--- config.mk ---
export PLATFORM = sky130hd
export DESIGN_NAME = fifo_packetizer
export DESIGN_NICKNAME = d
export VERILOG_FILES = /design/src/rtl/fifo_packetizer_pkg.sv /design/src/rtl/fifo_packetizer_wordser.sv /design/src/rtl/fifo_packetizer.sv
export SDC_FILE = /design/constraint.sdc
export NUM_CORES = 1
export LEC_CHECK = 0
export CAP_MARGIN = 20
export CORE_ASPECT_RATIO = 1.25
export CORE_MARGIN = 2
export CORE_UTILIZATION = 56
export CTS_BUF_LIST = sky130_fd_sc_hd__clkbuf_8 sky130_fd_sc_hd__clkbuf_16
export CTS_CLUSTER_DIAMETER = 120
export DETAILED_ROUTE_END_ITERATION = 8
export PLACE_DENSITY_LB_ADDON = 0.3
export SKIP_CTS_REPAIR_TIMING = 1
export SYNTH_ARGS = -nofsm -noshare
export SYNTH_HDL_FRONTEND = slang
export SYNTH_SLANG_ARGS = --single-unit
--- constraint.sdc ---
create_clock -name clk -period 10.4 [get_ports clk]
set_clock_uncertainty 0.2 [all_clocks]
set_input_delay 2.08 -clock clk [delete_from_list [all_inputs] [get_ports clk]]
set_output_delay 2.08 -clock clk [all_outputs]
set_load 0.01 [all_outputs]
--- src/rtl/fifo_packetizer_pkg.sv ---
// Shared types and constants for the FIFO packetizer: FSM state encoding,
// default sync byte, frame overhead sizes and an index-width helper.
package fifo_packetizer_pkg;

    // One state per byte class of the outgoing frame, plus FILL for buffering.
    typedef enum logic [2:0] {
        FILL,
        SYNC,
        SEQ,
        LEN,
        PAYLOAD,
        CSUM
    } state_t;

    localparam logic [7:0] DEFAULT_SYNC_BYTE = 8'hA5;

    // Sync, sequence and length bytes ahead of the payload.
    localparam int HDR_BYTES = 3;

    // Checksum byte after the payload.
    localparam int TRAILER_BYTES = 1;

    // Width of a counter that must hold values 0..v-1, never narrower than 1.
    function automatic int idx_w(input int v);
        return (v <= 2) ? 1 : $clog2(v);
    endfunction

endpackage

--- src/rtl/fifo_packetizer_wordser.sv ---
// Payload word serializer: walks the packet buffer byte by byte, MSB byte of
// each word first, and flags when the byte just handed out was the last one.
module fifo_packetizer_wordser
    import fifo_packetizer_pkg::*;
#(
    parameter int WIDTH     = 16,
    parameter int PKT_WORDS = 8,
    parameter int CNT_W     = idx_w(PKT_WORDS + 1)
) (
    input  logic                             clk,
    input  logic                             reset,
    input  logic                             clr,
    input  logic                             adv,
    input  logic [CNT_W-1:0]                 len,
    input  logic [PKT_WORDS-1:0][WIDTH-1:0]  pkt_buf,
    output logic [7:0]                       byte_out,
    output logic                             done
);

    localparam int BPW    = WIDTH / 8;
    localparam int PIDX_W = idx_w(PKT_WORDS * BPW + 1);
    localparam int WIDX_W = idx_w(PKT_WORDS + 1);
    localparam int BK_W   = idx_w(BPW);
    localparam logic [BK_W-1:0] BK_LAST = BK_W'(BPW - 1);

    // pidx counts payload bytes already handed out; word_idx/byte_k point at
    // the next byte to hand out.
    logic [PIDX_W-1:0] pidx;
    logic [WIDX_W-1:0] word_idx;
    logic [BK_W-1:0]   byte_k;
    logic [WIDTH-1:0]  word_sel;
    logic [PIDX_W-1:0] total;

    assign total = PIDX_W'(len) * PIDX_W'(BPW);

    // Once every payload byte has been handed out, the byte currently on the
    // output register is the last one.
    assign done = (pidx == total);

    // Advance byte/word pointers on each payload byte taken by the top.
    always_ff @(posedge clk) begin
        if (reset || clr) begin
            pidx     <= '0;
            word_idx <= '0;
            byte_k   <= '0;
        end else if (adv) begin
            // NOTE: sequential state uses non-blocking assignments so every
            // register samples the pre-edge values, independent of block order.
            pidx <= pidx + PIDX_W'(1);
            if (byte_k == BK_LAST) begin
                byte_k   <= '0;
                word_idx <= word_idx + WIDX_W'(1);
            end else begin
                byte_k <= byte_k + BK_W'(1);
            end
        end
    end

    // Select the pointed word (mux loop keeps the index in range) and its
    // byte, counting bytes from the MSB end.
    always_comb begin
        // NOTE: every output of a combinational block gets a default first so
        // no path leaves it unassigned and no latch is inferred.
        word_sel = pkt_buf[0];
        for (int w = 0; w < PKT_WORDS; w++) begin
            if (word_idx == WIDX_W'(w)) word_sel = pkt_buf[w];
        end
        byte_out = 8'(word_sel >> (8 * (BPW - 1 - int'(byte_k))));
    end

endmodule

--- src/rtl/fifo_packetizer.sv ---
// FIFO packetizer top: buffers one packet of FIFO words, then emits
// SYNC, seq, LEN, payload (MSB byte first) and an XOR checksum as a
// valid/ready byte stream. The optional partial-packet flush on idle timeout
// is enabled by defining FIFO_PACKETIZER_FLUSH_TIMEOUT_EN.
module fifo_packetizer
    import fifo_packetizer_pkg::*;
#(
    parameter int         WIDTH     = 16,
    parameter int         PKT_WORDS = 8,
    parameter logic [7:0] SYNC_BYTE = DEFAULT_SYNC_BYTE,
    parameter int         TIMEOUT   = 1024
) (
    input  logic             clk,
    input  logic             reset,
    input  logic             fifo_nempty,
    input  logic [WIDTH-1:0] fifo_data,
    output logic             fifo_pop,
    output logic             tx_valid,
    input  logic             tx_ready,
    output logic [7:0]       tx_data,
    output logic             tx_last,
    output logic             busy
);

    localparam int CNT_W = idx_w(PKT_WORDS + 1);
    localparam logic [CNT_W-1:0] LAST_WORD = CNT_W'(PKT_WORDS - 1);

    // Reject unsupported configurations at elaboration.
    if ((WIDTH % 8) != 0 || WIDTH < 8 || WIDTH > 64) begin : g_bad_width
        $error("fifo_packetizer: WIDTH must be a multiple of 8 in 8..64");
    end
    if (PKT_WORDS < 1 || PKT_WORDS > 255) begin : g_bad_words
        $error("fifo_packetizer: PKT_WORDS must be in 1..255");
    end
    if (TIMEOUT < 2) begin : g_bad_timeout
        $error("fifo_packetizer: TIMEOUT must be at least 2");
    end

    state_t                          state, state_n;
    logic [CNT_W-1:0]                count;
    logic [PKT_WORDS-1:0][WIDTH-1:0] pkt_buf;
    logic [7:0]                      seq;
    logic [7:0]                      csum, csum_n;
    logic [7:0]                      tx_data_n;
    logic                            tx_valid_n, tx_last_n;
    logic                            xfer;
    logic                            flush_req;
    logic                            ser_adv, ser_done;
    logic [7:0]                      ser_byte;
    logic                            pkt_end;

    assign xfer     = tx_valid && tx_ready;
    assign fifo_pop = !reset && (state == FILL) && fifo_nempty && (count <= LAST_WORD);
    assign busy     = (state != FILL);

`ifdef FIFO_PACKETIZER_FLUSH_TIMEOUT_EN
    localparam int IDLE_W = idx_w(TIMEOUT);
    localparam logic [IDLE_W-1:0] IDLE_LAST = IDLE_W'(TIMEOUT - 1);

    logic [IDLE_W-1:0] idle_cnt;

    // Idle counter runs only while a partial packet waits in FILL.
    always_ff @(posedge clk) begin
        if (reset || state != FILL || count == '0 || fifo_pop) begin
            idle_cnt <= '0;
        end else if (idle_cnt != IDLE_LAST) begin
            idle_cnt <= idle_cnt + IDLE_W'(1);
        end
    end

    assign flush_req = (state == FILL) && (count != '0) && !fifo_pop && (idle_cnt == IDLE_LAST);
`else
    assign flush_req = 1'b0;
`endif

    fifo_packetizer_wordser #(
        .WIDTH     (WIDTH),
        .PKT_WORDS (PKT_WORDS),
        .CNT_W     (CNT_W)
    ) u_wordser (
        .clk      (clk),
        .reset    (reset),
        .clr      (state == FILL),
        .adv      (ser_adv),
        .len      (count),
        .pkt_buf  (pkt_buf),
        .byte_out (ser_byte),
        .done     (ser_done)
    );

    // State register.
    always_ff @(posedge clk) begin
        if (reset) state <= FILL;
        else       state <= state_n;
    end

    // Next state and next output byte: each transfer loads the following
    // byte of the frame so the sink sees no gap while tx_ready stays high.
    always_comb begin
        state_n    = state;
        tx_valid_n = tx_valid;
        tx_data_n  = tx_data;
        tx_last_n  = tx_last;
        csum_n     = csum;
        ser_adv    = 1'b0;
        pkt_end    = 1'b0;
        unique case (state)
            FILL: begin
                if ((fifo_pop && count == LAST_WORD) || flush_req) begin
                    state_n    = SYNC;
                    tx_valid_n = 1'b1;
                    tx_data_n  = SYNC_BYTE;
                    tx_last_n  = 1'b0;
                end
            end
            SYNC: begin
                if (xfer) begin
                    state_n   = SEQ;
                    tx_data_n = seq;
                    csum_n    = seq;
                end
            end
            SEQ: begin
                if (xfer) begin
                    state_n   = LEN;
                    tx_data_n = 8'(count);
                    csum_n    = csum ^ 8'(count);
                end
            end
            LEN: begin
                if (xfer) begin
                    state_n   = PAYLOAD;
                    tx_data_n = ser_byte;
                    csum_n    = csum ^ ser_byte;
                    ser_adv   = 1'b1;
                end
            end
            PAYLOAD: begin
                if (xfer) begin
                    if (ser_done) begin
                        state_n   = CSUM;
                        tx_data_n = csum;
                        tx_last_n = 1'b1;
                    end else begin
                        tx_data_n = ser_byte;
                        csum_n    = csum ^ ser_byte;
                        ser_adv   = 1'b1;
                    end
                end
            end
            CSUM: begin
                if (xfer) begin
                    state_n    = FILL;
                    tx_valid_n = 1'b0;
                    tx_last_n  = 1'b0;
                    tx_data_n  = 8'h00;
                    pkt_end    = 1'b1;
                end
            end
            default: state_n = FILL;
        endcase
    end

    // Output register, checksum accumulator, sequence number and word count.
    always_ff @(posedge clk) begin
        if (reset) begin
            tx_valid <= 1'b0;
            tx_data  <= 8'h00;
            tx_last  <= 1'b0;
            csum     <= 8'h00;
            seq      <= 8'h00;
            count    <= '0;
        end else begin
            tx_valid <= tx_valid_n;
            tx_data  <= tx_data_n;
            tx_last  <= tx_last_n;
            csum     <= csum_n;
            if (pkt_end) begin
                seq   <= seq + 8'd1;
                count <= '0;
            end else if (fifo_pop) begin
                count <= count + CNT_W'(1);
            end
        end
    end

    // Packet buffer write on each pop.
    always_ff @(posedge clk) begin
        // NOTE: the buffer is storage, not control state; it has no reset
        // because count decides which entries are meaningful.
        if (fifo_pop) pkt_buf[count] <= fifo_data;
    end

endmodule

==> results.md, run 1 <==
- Post-synth EDFFs: 128
- Vias in the first global route: 5755
- VDD IR-drop max: 114 uV
- Design area: 9050 sq um
- Gr usage total: 25.9%
- Sequential fraction of the synthesis area: 58.6%
- Fin. Hold Viols: 0
- CORE AREA: 13900 sq um
- Yosys warns: 0
- Drc violations: 0
- Commonest non-fill, non-tap cell in the layout: edfxtp_1
- Initial antenna violation count: 0
- Starting Density: 57.6%
- Hold wc startpoint: tx_valid
- CTS tree: yes
- Unrepaired setup endpoints after global routing: false
- R2R Path Start: u_wordser.word_idx[3]
- Post-layout nets: 727
- Layout Cells excl Fill: 886
- CTS buffer count: 17
- Initial DRC Count: 629
- Worst endpoint required time: 8120 ps
- Lkg Pwr: 2.91 nW
- Global route hottest layer: met2
- Crit path time final: 6210 ps
- Mapped cell area: 8030 sq um
- Slew @ Worst Pin: 948 ps
- # port buffers: 31
- CTS root buffer: clkbuf_16
- IO Pins: 32
- Met1 Usage GRT: 31.1%
- Crit Reg-Reg Endpoint: csum[3]
- Met2 GRT Util: 45.7%
- CP Launch Type: input pin
- Routed Antenna Nets: 0
- Max Root-Sink Buffers: 2
- Num rows: 48
- DR vias: 5784
- Syn nets: 707
- Fmax: 161 MHz
- Setup TNS: 0 ps
- Worst-path maximum fanout: 32
- Area Growth Syn to Fin: 12.7%
- Worst R2R Setup Slack: 7130 ps
- CP arrival: 3930 ps
- Htree depth: 4
- Hold path depth: 2
- DP HPWL: 12200 microns
- Sequential Area: 4700 sq um
- Syn Inst Count: 679
- Die Ht: 138 microns
- Placed cell areas: 8440 sq um
- Inst Count DP: 855
- WHS Endpoint: tx_valid
- Total grt overflow: 0
- Drt wl/cell: 21.8 microns
- Hold crit path type: register to register
- Reg2Reg Depth: 7
- Fraction of layout cells with a size suffix above 1: 10.4%
- Clock sinks: 171
- Worst Setup End Kind: primary output
- Initial DRT Pass Iterations: 5
- Filler cells: 1035
- Distinct cell type count after synthesis: 73
- Pin count of the biggest net entering global routing: 39
- Tot Pwr: 1.43 mW
- Wirelength, routed: 19300 microns
- Area of the multi-input gates: 3040 sq um
- Vias per cell: 6.53
- Flops & latches, synth: 171
- First-pass GRT wire length: 30400 microns
- Ys async rst share: 0%
- Pwr dens: 158 nW/um^2
- Clock Latency Late Sink: 430 ps
- CP Class: input pin to primary output
- Top FF cell, synth: edfxtp_1
- Worst slew margin: 36.6%
- Setup ws final: 4190 ps
- N_diodes: 0
- Max Cap Violations: 0
- Pins Over Slew Limit: 0
- Commonest cells after routing, fill and taps aside: edfxtp_1 (128), nor2_1 (59), dfxtp_1 (43)
- Fin crit share: 59.8%
- Met3 Track Usage GR: 4.85%
- Die outline width: 111 microns
- Gpl congestion: 0.909
- Reg clk slew, reported paths: 60 ps
- Setup Slack @ Placement: 4200 ps
- Mean Syn Cell Area: 11.8 sq um
- Die ar.: 15300 sq um
- Outcome: complete, no violations
- Final setup fails: 0
## kinds of logic (layout without fill, tap and decap cells)
kind of cell	after synthesis	count (layout)	share of synthesized area, %
AND/OR/NAND/NOR	219	219	15.2
AO/OA/AOI/OAI	181	181	16.3
flip-flops	171	171	58.6
buffers and inverters	60	92	3.99
XOR/XNOR	25	25	2.73
multiplexers	15	15	1.90
adder cells (fa/ha/maj)	8	8	1.25
## stage by stage
stage               hold WS (ps)  utilization, %
floorplan                    286               -
global placement             255            60.6
detailed placement           276            60.6
CTS                          288            64.9
global route                 324            64.9
finish                       286            64.9
## power breakdown
part | switching (mW) | internal [mW] | total, mW | leakage (nW)
clock | 0.253 | 0.397 | 0.650 | 0.298
combinational | 0.0209 | 0.0137 | 0.0346 | 1.11
sequential | 0.00382 | 0.739 | 0.743 | 1.50
## flip-flops by register name (all words and copies together) (netlist names)
| signal | flops |
|---|---|
| pkt_buf | 128 |
| csum | 8 |
| seq | 8 |
| tx_data | 8 |
| u_wordser.pidx | 5 |
| count | 4 |
| u_wordser.word_idx | 4 |
| state | 3 |
| tx_last | 1 |
| tx_valid | 1 |
| u_wordser.byte_k | 1 |
## layer usage
metal / vias up / wire, microns
met2: 248 / 10100
met4: 0 / 502
met1: 2880 / 7630
met5: - / 0
li1: 2613 / -
met3: 43 / 1100
## Yosys cell counts (all sizes together) (5+ instances only)
| cell | number | share of area (%) |
|---|---|---|
| ha | 8 | 1.2 |
| o21bai | 15 | 1.5 |
| dfxtp | 43 | 11 |
| nand2b | 10 | 0.81 |
| nor4b | 9 | 1.5 |
| nand3 | 18 | 1.2 |
| mux2i | 13 | 1.6 |
| nor2b | 21 | 1.6 |
| a211oi | 12 | 1.1 |
| o22ai | 15 | 1.2 |
| nand3b | 12 | 1.1 |
| nor3 | 14 | 0.87 |
| nand2 | 37 | 1.8 |
| edfxtp | 128 | 48 |
| xor2 | 12 | 1.3 |
| inv | 14 | 0.65 |
| and2 | 5 | 0.39 |
| buf | 28 | 2.5 |
| a221oi | 6 | 0.65 |
| xnor2 | 13 | 1.4 |
| o21ai | 24 | 1.6 |
| a21oi | 38 | 2.4 |
| a311oi | 6 | 0.81 |
| a22o | 9 | 0.98 |
| nor2 | 62 | 3.0 |
| and3 | 8 | 0.62 |
| clkbuf | 17 | 0.81 |
| o31ai | 7 | 0.65 |
| nor3b | 10 | 0.94 |
| o211ai | 9 | 0.84 |
## critical path, stage by stage
cell and delay, ps:
clkdlybuf4s50_1 390, buf_4 240, nor4b_2 300, nand2_2 190, clkinv_2 150, clkdlybuf4s50_1 560
## how the worst max path moves through the flow
stage | start | end | slack, ps | cells past startpoint
2_1_floorplan | reset | pkt_buf[64] | 5480 | 3
3_3_place_gp | reset | fifo_pop | 4210 | 6
3_5_place_dp | reset | fifo_pop | 4200 | 6
4_1_cts | reset | fifo_pop | 4200 | 6
5_1_grt | reset | fifo_pop | 4050 | 6
6_report | reset | fifo_pop | 4190 | 6
## layout make-up
class	instances	share of cell area, %
Timing Repair Buffer	46	4.67
Clock inverter	14	1.98
Tap cell	175	2.42
Multi-Input combinational cell	448	33.6
Clock buffer	17	4.70
Sequential cell	171	52.0
Inverter	15	0.636
(Power assumes the default switching activity.)
==> run 2, diff against run 1 <==
--- a/config.mk
+++ b/config.mk
@@ -8,7 +8,7 @@
 export CAP_MARGIN = 20
 export CORE_ASPECT_RATIO = 1.25
 export CORE_MARGIN = 2
-export CORE_UTILIZATION = 56
+export CORE_UTILIZATION = 55
 export CTS_BUF_LIST = sky130_fd_sc_hd__clkbuf_8 sky130_fd_sc_hd__clkbuf_16
 export CTS_CLUSTER_DIAMETER = 120
 export DETAILED_ROUTE_END_ITERATION = 8
==> constraint.sdc (replaced) <==
create_clock -name clk -period 5.15 [get_ports clk]
set_clock_uncertainty 0.2 [all_clocks]
set_input_delay 1.03 -clock clk [delete_from_list [all_inputs] [get_ports clk]]
set_output_delay 1.03 -clock clk [all_outputs]
set_load 0.01 [all_outputs]
==> run 2 against run 1 <==
Die area rose by 1.8%. Global-route usage down 0.85 points. Clock power up 95%. Combinational power rose by 96%. Via count down 2.0%. Critical path depth decreased by 1. Sequential share of layout area increased by 0.058 points. Hold slack worse by 16 ps. Register-to-register slack worse by 5300 ps. Critical path type unchanged.
==> results.md, run 2 (synthesis results as in run 1) <==
- Setup Slack @ Placement: 1220 ps (was 4200 ps)
- Worst endpoint required time: 3920 ps (was 8120 ps)
- Commonest non-fill, non-tap cell in the layout: edfxtp_1 (unchanged)
- Total grt overflow: 0 (unchanged)
- Pin count of the biggest net entering global routing: 35 (was 39)
- CTS buffer count: 17 (unchanged)
- Fin. Hold Viols: 0 (unchanged)
- CP Class: input pin to primary output (unchanged)
- VDD IR-drop max: 197 uV (was 114 uV)
- CP Launch Type: input pin (unchanged)
- Worst slew margin: 38.7% (was 36.6%)
- Reg2Reg Depth: 7 (unchanged)
- Clock sinks: 171 (unchanged)
- Crit Reg-Reg Endpoint: csum[7] (was csum[3])
- Gpl congestion: 0.871 (was 0.909)
- Vias per cell: 6.37 (was 6.53)
- Area Growth Syn to Fin: 12.6% (was 12.7%)
- Post-layout nets: 727 (unchanged)
- Vias in the first global route: 5603 (was 5755)
- Max Cap Violations: 0 (unchanged)
- Drt wl/cell: 21.3 microns (was 21.8 microns)
- Num rows: 49 (was 48)
- Htree depth: 4 (unchanged)
- Final Core Density: 63.0% (was 64.9%)
- Max reg flops: 128 (unchanged)
- DR vias: 5666 (was 5784)
- Hold wc startpoint: tx_valid (unchanged)
- Drc violations: 0 (unchanged)
- Worst-path maximum fanout: 7 (was 32)
- Largest register by flop count: pkt_buf (unchanged)
- R2R Path Start: u_wordser.word_idx[1] (was u_wordser.word_idx[3])
- Wirelength, routed: 18900 microns (was 19300 microns)
- Die outline width: 112 microns (was 111 microns)
- Initial DRC Count: 653 (was 629)
- Fmax: 254 MHz
- Reg clk slew, reported paths: 70 ps (was 60 ps)
- Pins Over Slew Limit: 0 (unchanged)
- Lkg Pwr: 2.90 nW (was 2.91 nW)
- Commonest cells after routing, fill and taps aside: edfxtp_1 (128), nor2_1 (59), dfxtp_1 (43) (unchanged)
- Die ar.: 15600 sq um (was 15300 sq um)
- First-pass GRT wire length: 30100 microns (was 30400 microns)
- Crit path time final: 3940 ps
- Initial DRT Pass Iterations: 5 (unchanged)
- Fraction of layout cells with a size suffix above 1: 11.0% (was 10.4%)
- Setup ws final: 1210 ps (was 4190 ps)
- Pwr dens: 314 nW/um^2 (was 158 nW/um^2)
- Max Root-Sink Buffers: 2 (unchanged)
- Unrepaired setup endpoints after global routing: false (unchanged)
- Setup TNS: 0 ps (unchanged)
- Fin crit share: 76.6%
- Clock Latency Late Sink: 430 ps (about the same)
- Gr usage total: 25.0% (was 25.9%)
- CTS root buffer: clkbuf_16 (unchanged)
- Worst R2R Setup Slack: 1820 ps (was 7130 ps)
- Starting Density: 55.9% (was 57.6%)
- WHS Endpoint: tx_valid (unchanged)
- Final setup fails: 0 (unchanged)
- Outcome: complete, no violations (unchanged)
- Routed Antenna Nets: 0 (unchanged)
- Worst Setup End Kind: primary output (unchanged)
- CP arrival: 2710 ps (was 3930 ps)
- Hold path depth: 2 (unchanged)
- CORE AREA: 14300 sq um (was 13900 sq um)
- CTS tree: yes (unchanged)
- Slew @ Worst Pin: 920 ps (was 948 ps)
- Die Ht: 139 microns (was 138 microns)
- Hold crit path type: register to register (unchanged)
- DP HPWL: 12600 microns (was 12200 microns)
- Hold_ws: 269 ps (was 286 ps)
- IO Pins: 32 (unchanged)
- Initial antenna violation count: 0 (unchanged)
- # port buffers: 31 (unchanged)
- N_diodes: 0 (unchanged)
run 2: changes by cell type in the layout (fill, tap and decap cells not counted):
cell,delta
clkinvlp_4,+3
bufinv_16,-2
clkinv_1,-2
inv_8,+2
clkinv_2,-1
clkinv_4,+1
inv_1,-1
inv_6,+1
run 2: power by group:
part | total [mW] | switching (mW) | internal [mW]
Sequential | 1.50 | 0.00770 | 1.49
Combinational | 0.0679 | 0.0403 | 0.0276
Clock | 1.27 | 0.548 | 0.722
run 2: per-layer routing:
layer | vias to the layer above | global-route usage [%] | share of wire [%]
li1 | 2618 | - | -
met1 | 2774 | 29.9 | 39
met2 | 224 | 43.9 | 52
met3 | 50 | 5.16 | 5.6
met4 | 0 | 10.7 | 3.2
met5 | - | 0 | 0
run 2: area by class of cell:
class / instances / area (sq um)
Tap cell: 178 / 223
Timing Repair Buffer: 46 / 423
Sequential cell: 171 / 4700
Clock inverter: 15 / 165
Clock buffer: 17 / 425
Fill cell: 1105 / 5310
Inverter: 15 / 57.6
Multi-Input combinational cell: 448 / 3040
run 2: worst max path at each step:
| stage | endpoint | cells after the start | start |
|---|---|---|---|
| 6_report | fifo_pop | 5 | reset |
| 5_1_grt | fifo_pop | 5 | reset |
| 4_1_cts | fifo_pop | 5 | reset |
| 3_5_place_dp | fifo_pop | 5 | reset |
| 3_3_place_gp | fifo_pop | 5 | reset |
| 2_1_floorplan | pkt_buf[64] | 3 | reset |
run 2: per-stage QoR:
stage          std cells  total power, mW  area [sq um]
3_5_place_dp         858             1.60          8450
3_3_place_gp         858             1.59          8450
4_1_cts              890             2.85          9040
6_report             890             2.84          9040
2_1_floorplan        679             1.55          8030
5_1_grt              890             2.91          9040
run 2: worst max-delay path: stages:
cell             delay [ps]
clkdlybuf4s50_1         430
nor4b_2                 350
nand2_2                 200
clkinv_2                140
clkdlybuf4s50_1         550
